`src/rtl/uart_pkg.sv`:
```
// Shared types and timing helpers for the UART transmit arbiter.
package uart_pkg;

   typedef enum logic [1:0] {
      IDLE      = 2'd0,
      ISSUE     = 2'd1,
      WAIT_DONE = 2'd2
   } arb_state_t;

   // start + 8 data + parity + stop
   localparam int unsigned FRAME_BITS = 11;

   // Watchdog budget: two full frame times expressed in clk cycles.
   function automatic int unsigned calc_timeout_cycles(input int unsigned clk_freq,
                                                       input int unsigned baud_rate);
      longint unsigned num;
      num = 64'(2 * FRAME_BITS) * 64'(clk_freq);
      return 32'(num / 64'(baud_rate));
   endfunction

endpackage

```
`src/rtl/uart_tx_arbiter_if.sv`:
```
// Byte-producer and transmitter handshake bundle around the UART TX arbiter.
interface uart_tx_arbiter_if #(
   parameter int unsigned NUM_REQ    = 4,
   parameter int unsigned DATA_WIDTH = 8
);

   logic [NUM_REQ-1:0]            req_valid;
   logic [NUM_REQ*DATA_WIDTH-1:0] req_data;
   logic [NUM_REQ-1:0]            req_last;
   logic [NUM_REQ-1:0]            req_ready;
   logic                          tx_start;
   logic [DATA_WIDTH-1:0]         tx_data;
   logic                          tx_done;

   // Producers and the transmitter model drive the bus from the master side.
   modport master (
      output req_valid, req_data, req_last, tx_done,
      input  req_ready, tx_start, tx_data
   );

   // The arbiter sits on the slave side.
   modport slave (
      input  req_valid, req_data, req_last, tx_done,
      output req_ready, tx_start, tx_data
   );

endinterface

```
`src/rtl/uart_rr_arbiter.sv`:
```
// Combinational round-robin picker: first eligible index at or after ptr, wrapping.
module uart_rr_arbiter import uart_pkg::*; #(
   parameter int unsigned NUM_REQ = 4
) (
   input  logic [NUM_REQ-1:0]         eligible_i,
   input  logic [$clog2(NUM_REQ)-1:0] ptr_i,
   output logic [NUM_REQ-1:0]         grant_c,
   output logic [$clog2(NUM_REQ)-1:0] idx_c,
   output logic                       any_valid_c
);

   localparam int unsigned IDX_W = $clog2(NUM_REQ);

   int unsigned cand;

   always_comb begin
      grant_c     = '0;
      idx_c       = '0;
      any_valid_c = 1'b0;
      cand        = 0;
      for (int unsigned i = 0; i < NUM_REQ; i++) begin
         cand = 32'(ptr_i) + i;
         if (cand >= NUM_REQ) begin
            cand = cand - NUM_REQ;
         end
         if (!any_valid_c && eligible_i[cand]) begin
            any_valid_c   = 1'b1;
            idx_c         = IDX_W'(cand);
            grant_c[cand] = 1'b1;
         end
      end
   end

endmodule

```
`src/rtl/uart_tx_arbiter.sv`:
```
// Shares one UART transmitter among NUM_REQ byte producers with packet locking
// and a watchdog that recovers from a stalled transmitter or abandoned lock.
module uart_tx_arbiter import uart_pkg::*; #(
   parameter int unsigned NUM_REQ    = 4,
   parameter int unsigned DATA_WIDTH = 8,
   parameter int unsigned CLK_FREQ   = 100_000_000,
   parameter int unsigned BAUD_RATE  = 115_200
) (
   input  logic                       clk,
   input  logic                       rst_n,
   uart_tx_arbiter_if.slave           bus,
   output logic                       busy,
   output logic [$clog2(NUM_REQ)-1:0] grant_id,
   output logic                       err_timeout
);

   localparam int unsigned IDX_W          = $clog2(NUM_REQ);
   localparam int unsigned TIMEOUT_CYCLES = calc_timeout_cycles(CLK_FREQ, BAUD_RATE);
   localparam int unsigned CNT_W          = $clog2(TIMEOUT_CYCLES + 1);

   arb_state_t            state_q, state_d;
   logic [IDX_W-1:0]      ptr_q, ptr_d;
   logic [IDX_W-1:0]      grant_id_q, grant_id_d;
   logic                  lock_q, lock_d;
   logic [CNT_W-1:0]      cnt_q, cnt_d;
   logic [DATA_WIDTH-1:0] tx_data_q, tx_data_d;
   logic                  err_q, err_d;

   logic [NUM_REQ-1:0]    eligible;
   logic [NUM_REQ-1:0]    grant_oh;
   logic [IDX_W-1:0]      win_idx;
   logic                  any_valid;
   logic [IDX_W-1:0]      next_ptr;
   logic                  wd_run;

   // While locked only the owner of the grant may be served.
   assign eligible = lock_q ? (bus.req_valid & (NUM_REQ'(1) << grant_id_q)) : bus.req_valid;
   assign next_ptr = (grant_id_q == IDX_W'(NUM_REQ - 1)) ? '0 : grant_id_q + 1'b1;

   uart_rr_arbiter #(
      .NUM_REQ (NUM_REQ)
   ) u_rr (
      .eligible_i  (eligible),
      .ptr_i       (ptr_q),
      .grant_c     (grant_oh),
      .idx_c       (win_idx),
      .any_valid_c (any_valid)
   );

   // State register.
   always_ff @(posedge clk or negedge rst_n) begin
      if (!rst_n) begin
         state_q    <= IDLE;
         ptr_q      <= '0;
         grant_id_q <= '0;
         lock_q     <= 1'b0;
         cnt_q      <= '0;
         tx_data_q  <= '0;
         err_q      <= 1'b0;
      end else begin
         state_q    <= state_d;
         ptr_q      <= ptr_d;
         grant_id_q <= grant_id_d;
         lock_q     <= lock_d;
         cnt_q      <= cnt_d;
         tx_data_q  <= tx_data_d;
         err_q      <= err_d;
      end
   end

   // Next-state, byte sequencing and watchdog.
   always_comb begin
      state_d    = state_q;
      ptr_d      = ptr_q;
      grant_id_d = grant_id_q;
      lock_d     = lock_q;
      cnt_d      = cnt_q;
      tx_data_d  = tx_data_q;
      err_d      = 1'b0;
      wd_run     = 1'b0;

      unique case (state_q)
         IDLE: begin
            if (any_valid) begin
               tx_data_d  = bus.req_data[32'(win_idx) * DATA_WIDTH +: DATA_WIDTH];
               grant_id_d = win_idx;
               lock_d     = ~bus.req_last[win_idx];
               cnt_d      = '0;
               state_d    = ISSUE;
            end else if (lock_q && !bus.req_valid[grant_id_q]) begin
               wd_run = 1'b1;
            end
         end
         ISSUE: begin
            state_d = WAIT_DONE;
         end
         WAIT_DONE: begin
            // A completion on the timeout edge takes priority over the watchdog.
            if (bus.tx_done) begin
               if (!lock_q) begin
                  ptr_d = next_ptr;
               end
               cnt_d   = '0;
               state_d = IDLE;
            end else begin
               wd_run = 1'b1;
            end
         end
         default: begin
            state_d = IDLE;
         end
      endcase

      if (wd_run) begin
         if (cnt_q >= CNT_W'(TIMEOUT_CYCLES - 1)) begin
            err_d   = 1'b1;
            lock_d  = 1'b0;
            ptr_d   = next_ptr;
            cnt_d   = '0;
            state_d = IDLE;
         end else if (cnt_q != CNT_W'(TIMEOUT_CYCLES)) begin
            cnt_d = cnt_q + 1'b1;
         end
      end
   end

   assign bus.req_ready = (state_q == IDLE) ? grant_oh : '0;
   assign bus.tx_start  = (state_q == ISSUE);
   assign bus.tx_data   = tx_data_q;
   assign busy          = (state_q != IDLE) | lock_q;
   assign grant_id      = grant_id_q;
   assign err_timeout   = err_q;

endmodule

```
`src/flat_wrapper.sv`:
```
// flat-port wrapper written by rule: the top's interface ports become plain ports
module uart_tx_arbiter_flat import uart_pkg::*;
#(
   parameter int unsigned NUM_REQ    = 4,
   parameter int unsigned DATA_WIDTH = 8,
   parameter int unsigned CLK_FREQ   = 100_000_000,
   parameter int unsigned BAUD_RATE  = 115_200
)
  (clk, rst_n, busy, grant_id, err_timeout, bus_req_valid, bus_req_data, bus_req_last, bus_tx_done, bus_req_ready, bus_tx_start, bus_tx_data);
  uart_tx_arbiter_if #(.NUM_REQ(NUM_REQ), .DATA_WIDTH(DATA_WIDTH)) bus_i ();
  input  logic clk;
  input  logic rst_n;
  output logic busy;
  output logic [$clog2(NUM_REQ)-1:0] grant_id;
  output logic err_timeout;
  input wire logic [$bits(bus_i.req_valid)-1:0] bus_req_valid;
  input wire logic [$bits(bus_i.req_data)-1:0] bus_req_data;
  input wire logic [$bits(bus_i.req_last)-1:0] bus_req_last;
  input wire logic [$bits(bus_i.tx_done)-1:0] bus_tx_done;
  output wire logic [$bits(bus_i.req_ready)-1:0] bus_req_ready;
  output wire logic [$bits(bus_i.tx_start)-1:0] bus_tx_start;
  output wire logic [$bits(bus_i.tx_data)-1:0] bus_tx_data;
  assign bus_i.req_valid = bus_req_valid;
  assign bus_i.req_data = bus_req_data;
  assign bus_i.req_last = bus_req_last;
  assign bus_i.tx_done = bus_tx_done;
  assign bus_req_ready = bus_i.req_ready;
  assign bus_tx_start = bus_i.tx_start;
  assign bus_tx_data = bus_i.tx_data;
  uart_tx_arbiter #(.NUM_REQ(NUM_REQ), .DATA_WIDTH(DATA_WIDTH), .CLK_FREQ(CLK_FREQ), .BAUD_RATE(BAUD_RATE)) u_core (.clk(clk), .rst_n(rst_n), .bus(bus_i), .busy(busy), .grant_id(grant_id), .err_timeout(err_timeout));
endmodule
```
`config.mk`:
```
export PLATFORM = sky130hd
export DESIGN_NAME = uart_tx_arbiter_flat
export DESIGN_NICKNAME = d
export VERILOG_FILES = /design/src/rtl/uart_pkg.sv /design/src/rtl/uart_tx_arbiter_if.sv /design/src/rtl/uart_rr_arbiter.sv /design/src/rtl/uart_tx_arbiter.sv /design/src/flat_wrapper.sv
export SDC_FILE = /design/constraint.sdc
export NUM_CORES = 1
export LEC_CHECK = 0
export BUFFER_PORTS_ARGS = -buffer_cell sky130_fd_sc_hd__clkbuf_2
export CORE_MARGIN = 2
export CORE_UTILIZATION = 54
export CTS_BUF_LIST = sky130_fd_sc_hd__clkbuf_16
export DETAILED_ROUTE_END_ITERATION = 7
export GPL_ROUTABILITY_DRIVEN = 0
export HOLD_SLACK_MARGIN = 0.06
export PLACE_DENSITY = 0.89
export SETUP_SLACK_MARGIN = 0.3
export SLEW_MARGIN = 20
export SYNTH_ARGS = -nofsm -noshare
export SYNTH_HDL_FRONTEND = slang
export SYNTH_SLANG_ARGS = --single-unit
export TNS_END_PERCENT = 10
```
`constraint.sdc`:
```
create_clock -name clk -period 3.9 [get_ports clk]
set_input_delay 0.195 -clock clk [delete_from_list [all_inputs] [get_ports clk]]
set_output_delay 0.195 -clock clk [all_outputs]
set_load 0.01 [all_outputs]
```
==> flow_metrics.py, run 1 <==
metrics = {
    "outcome": {
        "status": "finished, final reports clean",
    },
    "power": {
        "pwr_density_cell_nw_per_um2": 767,
        "leakage_nw": 1.47,
        "ir_drop_mv": 0.483,
    },
    "hold_path": {
        "hold_class": "input port to register",
    },
    "drt": {
        "vias": 2127,
        "wl_um": 5460,
        "drc": 0,
        "drt_iter0_markers": 149,
        "avgRoutedWirePerCell_um": 14.8,
        "routed_via_density": 5.75,
        "dr.pass1.iters": 4,
        "antenna_left": 0,
    },
    "synthesis": {
        "synth-edff-count": 0,
        "synth.distinct_cells": 48,
        "ys.flop_type": "dfrtp_1",
        "syn_avg_cell_area_um2": 9.42,
        "synthArstFlopShare_pct": 100,
        "syn_inst": 257,
        "syn-num-nets": 315,
        "ys_ff_latch": 31,
        "ys_warn_count": 0,
        "syn_area_um2": 2420,
        "seq_area_frac_synth_pct": 32.0,
    },
    "cts": {
        "max-clock-path-buffers": 2,
        "cts.reportedPaths.clkPinSlew_ps": 50,
        "insertion_delay_ps": 280,
        "cts.sink_count": 31,
        "post_cts_buffers": 0,
        "htree_levels": 2,
        "numCtsBuffers": 5,
        "cts_tree": "built",
        "clockRootBuffer": "clkbuf_16",
    },
    "layout": {
        "final_common_cell": "clkbuf_2",
        "final_cells": 370,
        "nFillCells": 332,
        "layout-drive-gt1-share_pct": 28.9,
        "area_growth_pct": 19.9,
        "mostFrequentLayoutCells": "clkbuf_2, nand2_1, dfrtp_1",
        "n_antenna_cell": 0,
        "final_cell_area_um2": 2900,
        "layout.nets": 375,
    },
    "critical_path": {
        "cp_top_family": "compound AO/OA/AOI/OAI gates",
        "critPathMaxFanout": 15,
        "cp_num_buf_inv": 2,
        "slowest_stage": "dfrtp_2",
        "path_cells": "inv_1 > ha_1 > a211oi_1 > a21o_1 > nor2b_1 > a222oi_1 > a21oi_1 > clkbuf_2",
        "critPathCaptureType": "output port",
        "crit_arrival_ps": 2930,
        "r2r_slack_ps": 780,
        "slowest_delay_ps": 610,
        "start_kind": "register",
        "crit_type": "register to output port",
        "critPathRequiredTime_ps": 3700,
    },
    "sta": {
        "final.min_clock_period_ps": 3120,
        "worst_pin_slew_ps": 769,
        "drv_slew": 0,
        "post-route-period-util_pct": 80.1,
        "slew_headroom_pct": 48.5,
        "hold_violations": 0,
        "skew_ps": 6.16,
        "holdWs_ps": 233,
        "rsz0062_at_grt": "false",
        "setup_viol": 0,
        "finalSetupTns_ps": 0,
        "fmax_ghz": 0.320,
    },
    "global_route": {
        "grt_use_met3_pct": 4.13,
        "grt_usage_pct": 23.2,
        "met1_usage_pct": 29.0,
        "grt_max_degree": 32,
        "gr-total-overflow": 0,
        "grt_pass1_wl_um": 9440,
        "grt.busiest_layer": "met2",
        "met2_usage_pct": 40.0,
        "antenna_found_initial": 0,
        "grt_pass1_vias": 2111,
    },
    "floorplan": {
        "initial_core_util_pct": 56.0,
        "boundaryPins": 60,
        "dieArea_um2": 5040,
        "fp-row-count": 24,
        "die_y_um": 71.0,
        "core_um2": 4320,
        "die_w_um": 71.0,
    },
    "placed_design": {
        "dp_cells": 361,
        "placed_cell_area_um2": 2750,
        "portBuffers": 59,
        "dp_hpwl_um": 3980,
    },
    "run": {
        "cap_viol_max_count": 0,
    },
}
## final cells by class
cell class,instances,area [um2],share of cell area (%)
tap,52,65.1,2.24
timing repair buffer,62,320,11.0
inverter,14,52.6,1.81
clock buffer,5,125,4.31
multi-input combinational,203,1550,53.4
clock inverter,3,12.5,0.431
sequential,31,777,26.8
## tightest hold or removal path, delay by kind of cell
kind | cells | cell delay [ps]
AO/OA/AOI/OAI | 2 | 130
buffers and inverters | 1 | 90
AND/OR/NAND/NOR | 1 | 40
## routing by layer
layer  vias up  routed length, um  share of wire, %
met4         0                 77               1.4
met1       998               2370                43
met5         -                  0                 0
li1       1047                  -                 -
met2        74               2750                50
met3         8                270               4.9
## Yosys cell counts, types with 2 or more instances
cell type	instances	area (um2)
clkbuf_1	4	15.0
a211o_1	2	17.5
nand2b_1	2	12.5
xnor2_1	6	52.6
mux2_1	2	22.5
a211oi_1	3	22.5
o21ai_0	18	90.1
and3_1	4	25.0
or2_2	2	12.5
nor3b_1	2	15.0
inv_1	14	52.6
ha_1	15	188
mux2_2	9	101
dfrtp_1	31	776
nor3_1	2	10.0
buf_2	4	20.0
mux2i_1	27	270
o21bai_1	4	30.0
nand3_1	6	30.0
a2bb2oi_1	3	26.3
a222oi_1	4	40.0
a21oi_1	11	55.1
o21ai_1	3	15.0
nor2_1	12	45.0
nor4_1	2	12.5
a21o_1	7	52.6
or3_1	3	18.8
o211ai_1	2	15.0
nand2_1	34	128
## cell families (layout without fill, tap and decap cells)
logic type / after synthesis / in the layout / share of synthesized area (%)
fa+ha+maj: 15 / 15 / 7.75
compound gates: 65 / 65 / 20.0
simple gates: 77 / 77 / 16.4
mux: 39 / 39 / 17.2
xor+xnor: 7 / 7 / 2.53
buf+inv: 23 / 84 / 4.08
flops: 31 / 31 / 32.0
## state kept, by name, summed over array words and instances, names as in the netlist
register            cells
u_core.grant_id         2
u_core.err_timeout      1
u_core.cnt_q           15
u_core.state_q          2
u_core.lock_q           1
u_core.bus.tx_data      8
u_core.ptr_q            2
## repair_timing
| action | CTS | global route |
|---|---|---|
| endpoints found under the hold margin | 31 | 0 |
| gates resized for setup | 0 | 1 |
| hold buffers | 1 | 0 |
| endpoints found under the setup margin | 0 | 2 |
## where the power goes
group / internal (mW) / total (mW) / leakage, nW / switching [mW]
sequential: 0.412 / 0.546 / 0.406 / 0.134
combinational: 0.592 / 1.31 / 0.986 / 0.720
clock: 0.230 / 0.368 / 0.0762 / 0.138
total: 1.23 / 2.23 / 1.47 / 0.992
## final timing paths
path	from	end	cells past startpoint
worst max-delay path	u_core.ptr_q[0]$_DFF_PN0_	bus_req_ready[1]	8
worst min-delay path	bus_tx_done	u_core.state_q[1]$_DFF_PN0_	4
worst max register to register	u_core.grant_id[0]$_DFFE_PN0P_	u_core.ptr_q[0]$_DFF_PN0_	9
worst min register to register	u_core.bus.tx_data[2]$_DFFE_PN0P_	u_core.bus.tx_data[2]$_DFFE_PN0P_	2
max in group asynchronous	rst_n	u_core.ptr_q[0]$_DFF_PN0_	2
min in group asynchronous	rst_n	u_core.grant_id[1]$_DFFE_PN0P_	2
## through the flow
step	utilization, %	power [mW]	worst slack (ps)
global route	67.1	2.40	569
finish	67.1	2.23	776
global placement	63.7	1.80	874
detailed placement	63.7	1.86	665
CTS	67.1	2.23	531
floorplan	-	1.54	1090
Power figures use the tool's default switching activity.
==> run 2, diff against run 1 <==
--- a/config.mk
+++ b/config.mk
@@ -5,9 +5,10 @@
 export SDC_FILE = /design/constraint.sdc
 export NUM_CORES = 1
 export LEC_CHECK = 0
+export ABC_AREA = 1
 export BUFFER_PORTS_ARGS = -buffer_cell sky130_fd_sc_hd__clkbuf_2
 export CORE_MARGIN = 2
-export CORE_UTILIZATION = 54
+export CORE_UTILIZATION = 55
 export CTS_BUF_LIST = sky130_fd_sc_hd__clkbuf_16
 export DETAILED_ROUTE_END_ITERATION = 7
 export GPL_ROUTABILITY_DRIVEN = 0
==> constraint.sdc (replaced) <==
create_clock -name clk -period 3 [get_ports clk]
set_input_delay 0.15 -clock clk [delete_from_list [all_inputs] [get_ports clk]]
set_output_delay 0.15 -clock clk [all_outputs]
set_load 0.01 [all_outputs]
==> run 2 against run 1 <==
Combinational power is 72% higher. Count of clock-buffer cells in the layout stayed put. Synthesized cell count is 46% higher. Wire length is 16% higher. Clock skew is 4.4 ps lower. Power is 54% higher. Non-clock buffer count is 2 higher. Flip-flop and latch count stayed put. Sequential power is 28% higher. Global-route usage is 2.4 points higher. Via count is 27% higher. Critical path type is now register to register.
==> flow_metrics.py, run 2 <==
metrics = {
    "critical_path": {
        "critPathRequiredTime_ps": 3170,
        "cp_top_family": "simple AND/OR/NAND/NOR gates",
        "crit_top_cell": "nand2_1",
        "slowest_delay_ps": 470,
        "slowest_stage": "dfrtp_2",
        "critPathCaptureType": "register",
        "r2r_slack_ps": 420,
        "crit_type": "register to register",
        "start_kind": "register",
        "critPathMaxFanout": 13,
        "path_cells": "inv_2 > ha_1 > inv_1 > nand3_1 > nand2_1 > nand2_2 > nor2_2 > nand3_1 > nand2_4 > nand2_1 > o21ai_2 > nand2_1 > o21ai_0",
        "crit_arrival_ps": 2750,
        "cp_num_buf_inv": 2,
    },
    "synthesis": {
        "ys_ff_latch": 31,
        "synth.distinct_cells": 32,
        "ys.flop_type": "dfrtp_1",
        "seq_area_frac_synth_pct": 30.3,
        "ys_top_cells_by_area": "dfrtp_1, nand2_1, nand3_1",
        "yosysTopAreaCell": "dfrtp_1",
        "syn_avg_cell_area_um2": 6.81,
        "syn_area_um2": 2560,
        "synth.most_common_cell": "nand2_1",
        "syn-num-nets": 434,
        "synth.top_cell.area_share_pct": 30.3,
        "synth-edff-count": 0,
        "synth_commonest_cells": "nand2_1, inv_1, nand3_1",
        "ys_warn_count": 0,
        "syn_inst": 376,
        "synthArstFlopShare_pct": 100,
    },
    "layout": {
        "mostFrequentLayoutCells": "nand2_1, inv_1, nand3_1",
        "area_growth_pct": 20.8,
        "largest_register_ffs": 15,
        "largest_register": "u_core.cnt_q",
        "n_antenna_cell": 0,
        "layout.nets": 502,
        "final_common_cell": "nand2_1",
        "layout-drive-gt1-share_pct": 21.6,
        "nFillCells": 339,
    },
    "drt": {
        "routed_via_density": 5.45,
        "wl_um": 6340,
        "avgRoutedWirePerCell_um": 12.8,
        "vias": 2709,
        "dr.pass1.iters": 5,
        "drc": 0,
        "antenna_left": 0,
        "drt_iter0_markers": 362,
    },
    "sta": {
        "setup_viol": 0,
        "drv_slew": 0,
        "rsz0062_at_grt": "false",
        "fmax_ghz": 0.387,
        "final.min_clock_period_ps": 2580,
        "hold_violations": 0,
        "worst_pin_slew_ps": 782,
        "post-route-period-util_pct": 86.1,
        "holdWs_ps": 174,
        "skew_ps": 1.71,
        "finalSetupTns_ps": 0,
        "layout_setup_ws_ps": 418,
        "slew_headroom_pct": 47.9,
    },
    "power": {
        "pwr_density_cell_nw_per_um2": 1110,
        "ir_drop_mv": 0.621,
        "leakage_nw": 1.67,
        "finalPower_mw": 3.44,
    },
    "global_route": {
        "grt_max_degree": 32,
        "gr-total-overflow": 0,
        "grt_pass1_vias": 2452,
        "antenna_found_initial": 0,
        "grt_pass1_wl_um": 10600,
        "grt_usage_pct": 25.5,
    },
    "floorplan": {
        "initial_core_util_pct": 58.0,
        "boundaryPins": 60,
        "die_w_um": 72.2,
        "core_um2": 4410,
        "dieArea_um2": 5220,
        "die_y_um": 72.2,
        "fp-row-count": 24,
    },
    "cts": {
        "numCtsBuffers": 5,
        "cts.reportedPaths.clkPinSlew_ps": 50,
        "insertion_delay_ps": 280,
        "htree_levels": 2,
        "cts.sink_count": 31,
        "max-clock-path-buffers": 2,
        "clockRootBuffer": "clkbuf_16",
        "cts_tree": "built",
    },
    "placed_design": {
        "pre_cts_ws_ps": 347,
        "portBuffers": 59,
        "dp_hpwl_um": 4670,
    },
    "hold_path": {
        "hold_class": "input port to register",
    },
    "outcome": {
        "status": "finished, final reports clean",
    },
    "run": {
        "cap_viol_max_count": 0,
    },
}
==> run 2: worst paths after layout <==
check | startpoint | to | depth (start not counted)
worst max-delay path | u_core.ptr_q[1]$_DFF_PN0_ | u_core.ptr_q[1]$_DFF_PN0_ | 13
worst min-delay path | bus_req_last[1] | u_core.lock_q$_DFF_PN0_ | 4
worst max register to register | u_core.ptr_q[1]$_DFF_PN0_ | u_core.ptr_q[1]$_DFF_PN0_ | 13
worst min register to register | u_core.bus.tx_data[0]$_DFFE_PN0P_ | u_core.bus.tx_data[0]$_DFFE_PN0P_ | 2
max in group asynchronous | rst_n | u_core.grant_id[0]$_DFFE_PN0P_ | 2
min in group asynchronous | rst_n | u_core.cnt_q[5]$_DFF_PN0_ | 2
==> run 2: per-stage QoR <==
stage | instance area [um2] | util [%] | cells
detailed placement | 2890 | 65.4 | 483
finish | 3090 | 70.0 | 497
global route | 3090 | 70.0 | 497
floorplan | 2560 | - | 376
CTS | 3040 | 68.8 | 492
global placement | 2890 | 65.4 | 483
==> run 2: layout make-up <==
| cell class | count | area, um2 | share of cell area, % |
|---|---|---|---|
| clock inverters | 3 | 15.0 | 0.486 |
| inverters | 64 | 240 | 7.77 |
| flip-flops and latches | 31 | 779 | 25.2 |
| well taps | 52 | 65.1 | 2.10 |
| repair buffers | 64 | 335 | 10.8 |
| multi-input cells | 278 | 1530 | 49.5 |
| clock buffers | 5 | 125 | 4.05 |
==> run 2: report_power, final <==
part           switching (mW)  internal (mW)  total (mW)
logic                    1.51          0.738        2.25
clock network           0.184          0.301       0.485
registers               0.138          0.561       0.699
total                    1.84           1.60        3.44
==> run 2: logic make-up (layout without fill, tap and decap cells) <==
| logic type | Yosys count | after routing | share of synthesized area [%] |
|---|---|---|---|
| and+or+nand+nor | 217 | 218 | 39.6 |
| buffers and inverters | 68 | 136 | 10.8 |
| AOI/OAI and AO/OA | 34 | 34 | 8.26 |
| DFF | 31 | 31 | 30.3 |
| adders and majority gates | 15 | 15 | 7.33 |
| xor gates and xnor gates | 11 | 11 | 3.76 |
==> run 2: routing by layer <==
metal	GRT usage, %	vias up	wire length (um)
li1	-	1332	-
met4	8.81	0	133
met5	0	-	0
met2	43.8	141	3050
met3	5.42	16	504
met1	31.8	1220	2650
==> run 2: repair_timing <==
action | CTS | global route
gates cloned | 0 | 1
pin swaps | 0 | 1
hold endpoints to repair | 31 | 0
buffers inserted | 0 | 4
hold buffers | 1 | 0
gates resized for setup | 1 | 6
endpoints found under the setup margin | 3 | 27
==> run 2: worst register-to-register path, stage by stage, from the launching register on <==
cell and delay, ps:
dfrtp_2 470, inv_2 160, ha_1 310, inv_1 160, nand3_1 110, nand2_1 170
nand2_2 80, nor2_2 140, nand3_1 140, nand2_4 190, nand2_1 190, o21ai_2 160
nand2_1 90, o21ai_0 110
==> run 3, diff against run 2 <==
--- a/config.mk
+++ b/config.mk
@@ -7,11 +7,13 @@
 export LEC_CHECK = 0
 export ABC_AREA = 1
 export BUFFER_PORTS_ARGS = -buffer_cell sky130_fd_sc_hd__clkbuf_2
+export CAP_MARGIN = 15
 export CORE_MARGIN = 2
 export CORE_UTILIZATION = 55
 export CTS_BUF_LIST = sky130_fd_sc_hd__clkbuf_16
 export DETAILED_ROUTE_END_ITERATION = 7
 export GPL_ROUTABILITY_DRIVEN = 0
+export GPL_TIMING_DRIVEN = 0
 export HOLD_SLACK_MARGIN = 0.06
 export PLACE_DENSITY = 0.89
 export SETUP_SLACK_MARGIN = 0.3
==> run 3 against run 2 <==
First-iteration DRC count decreased by 34%. Fmax is 1.6% higher. Count of clock-buffer cells in the layout did not move. Die area did not move. Setup slack better by 40 ps. Non-clock buffer count up 8. Final area increased by 1.5%. Sequential power rose by 0.7%. Flip-flop and latch count unchanged. Critical endpoint is now bus_req_ready[0].
==> flow_metrics.py, run 3 (synthesis results as in run 2) <==
metrics = {
    "outcome": {
        "status": "finished, final reports clean",
    },
    "global_route": {
        "grt_pass1_vias": 2533,
        "grt_pass1_wl_um": 10700,
        "grt_max_degree": 32,
        "gr-total-overflow": 0,
        "antenna_found_initial": 0,
        "grt_usage_pct": 25.3,
    },
    "run": {
        "cap_viol_max_count": 0,
    },
    "drt": {
        "wl_um": 6330,
        "avgRoutedWirePerCell_um": 12.5,
        "wl_met2_um": 3090,
        "vias": 2663,
        "wl_met3_um": 349,
        "drc": 0,
        "routed_via_density": 5.28,
        "wl_met1_um": 2720,
        "drt_iter0_markers": 238,
        "dr.pass1.iters": 4,
        "highest_layer": "met4",
        "antenna_left": 0,
    },
    "sta": {
        "fmax_ghz": 0.394,
        "final.min_clock_period_ps": 2540,
        "finalSetupTns_ps": 0,
        "slew_headroom_pct": 48.5,
        "skew_ps": 6.97,
        "drv_slew": 0,
        "worst_pin_slew_ps": 773,
        "rsz0062_at_grt": "false",
        "setup_viol": 0,
        "layout_setup_ws_ps": 459,
        "hold_violations": 0,
        "post-route-period-util_pct": 84.7,
    },
    "floorplan": {
        "boundaryPins": 60,
        "dieArea_um2": 5220,
        "die_w_um": 72.2,
        "die_y_um": 72.2,
        "initial_core_util_pct": 58.0,
        "fp-row-count": 24,
        "core_um2": 4410,
    },
    "layout": {
        "seq_area_um2": 778,
        "largest_register_ffs": 15,
        "area_growth_pct": 22.6,
        "mostFrequentLayoutCells": "nand2_1, inv_1, nand3_1",
        "layout.nets": 509,
        "final_cell_area_um2": 3140,
        "multi_input_area_um2": 1510,
        "final_common_cell": "nand2_1",
        "largest_register": "u_core.cnt_q",
        "n_antenna_cell": 0,
        "layout-drive-gt1-share_pct": 22.6,
        "nFillCells": 327,
    },
    "power": {
        "finalPower_mw": 3.52,
        "swShare_pct": 52.4,
        "p_clk_share_pct": 13.8,
        "switchingPower_mw": 1.84,
        "pwr_density_cell_nw_per_um2": 1120,
        "pwr-share-comb_pct": 66.2,
        "p_int_mw": 1.67,
        "leakage_nw": 1.71,
        "p_seq_share_pct": 20.0,
        "ir_drop_mv": 0.672,
    },
    "cts": {
        "cts_tree": "built",
        "cts.sink_count": 31,
        "htree_levels": 2,
        "numCtsBuffers": 5,
        "clockRootBuffer": "clkbuf_16",
        "max-clock-path-buffers": 2,
        "insertion_delay_ps": 280,
        "cts.reportedPaths.clkPinSlew_ps": 50,
    },
    "critical_path": {
        "start_kind": "register",
        "r2r-start": "u_core.ptr_q[1]$_DFF_PN0_",
        "crit_arrival_ps": 2390,
        "critPathRequiredTime_ps": 2850,
        "r2r_slack_ps": 480,
        "timing.rr.end": "u_core.cnt_q[14]$_DFF_PN0_",
        "rr_worst_depth": 13,
        "critPathCaptureType": "output port",
        "critPathMaxFanout": 8,
        "crit_type": "register to output port",
    },
    "placed_design": {
        "dp_hpwl_um": 4620,
        "pre_cts_ws_ps": 388,
        "portBuffers": 59,
        "placed_cell_area_um2": 2920,
    },
    "hold_path": {
        "min_from": "bus_req_data[5]",
        "hold-path-endpoint": "u_core.bus.tx_data[5]$_DFFE_PN0P_",
        "whs_path_depth": 5,
        "hold_class": "input port to register",
    },
}
## run 3: cell type report
class                      instances  share of cell area (%)
clock inverter                     3                   0.518
multi-input combinational        277                    48.1
tap                               52                    2.07
inverter                          64                    7.78
sequential                        31                    24.8
timing repair buffer              68                    11.6
buffer                             4                    1.12
clock buffer                       5                    3.99
## run 3: power by group through the flow
stage | sequential, mW | clock [mW] | combinational [mW]
after global routing | 0.721 | 0.506 | 2.59
final | 0.704 | 0.484 | 2.33
after floorplan | 0.702 | 0 | 1.64
after global placement | 0.703 | 0 | 2.11
after detailed placement | 0.702 | 0 | 2.19
after CTS | 0.701 | 0.484 | 2.21
## run 3: how the worst max path moves through the flow
stage / endpoint / cells after the start / start
2_1_floorplan: u_core.lock_q$_DFF_PN0_ / 12 / u_core.ptr_q[0]$_DFF_PN0_
3_3_place_gp: u_core.lock_q$_DFF_PN0_ / 12 / u_core.ptr_q[0]$_DFF_PN0_
3_5_place_dp: u_core.lock_q$_DFF_PN0_ / 12 / u_core.ptr_q[0]$_DFF_PN0_
4_1_cts: bus_req_ready[3] / 10 / u_core.ptr_q[0]$_DFF_PN0_
5_1_grt: bus_req_ready[2] / 10 / u_core.ptr_q[1]$_DFF_PN0_
6_report: bus_req_ready[0] / 10 / u_core.ptr_q[1]$_DFF_PN0_
## run 3: metrics by stage
stage | instances | hold slack [ps] | util, %
after detailed placement | 487 | 266 | 66.2
after floorplan | 376 | -146 | -
after global placement | 487 | 250 | 66.2
after global routing | 504 | 214 | 71.1
after CTS | 496 | 184 | 69.6
final | 504 | 187 | 71.1
## run 3: repair_timing
| action | CTS | global route |
|---|---|---|
| endpoints found under the hold margin | 31 | 0 |
| setup endpoints to repair | 0 | 27 |
| buffers inserted | 0 | 8 |
| resized for setup | 0 | 3 |
| hold buffers | 1 | 0 |
## run 3: critical path: stages (launching register included)
cell and delay, ps:
dfrtp_2 470, clkinvlp_4 190, ha_1 370, inv_1 130, nand3_1 100, nand2_1 160
nand3_1 150, inv_1 140, nand2_1 70, a41oi_1 190, clkbuf_2 160
## run 3: metal layers
layer  GRT usage, %  vias up
li1               -     1349
met1           30.0     1198
met2           45.9       99
met4           8.39        0
met5              0        -
met3           4.44       17
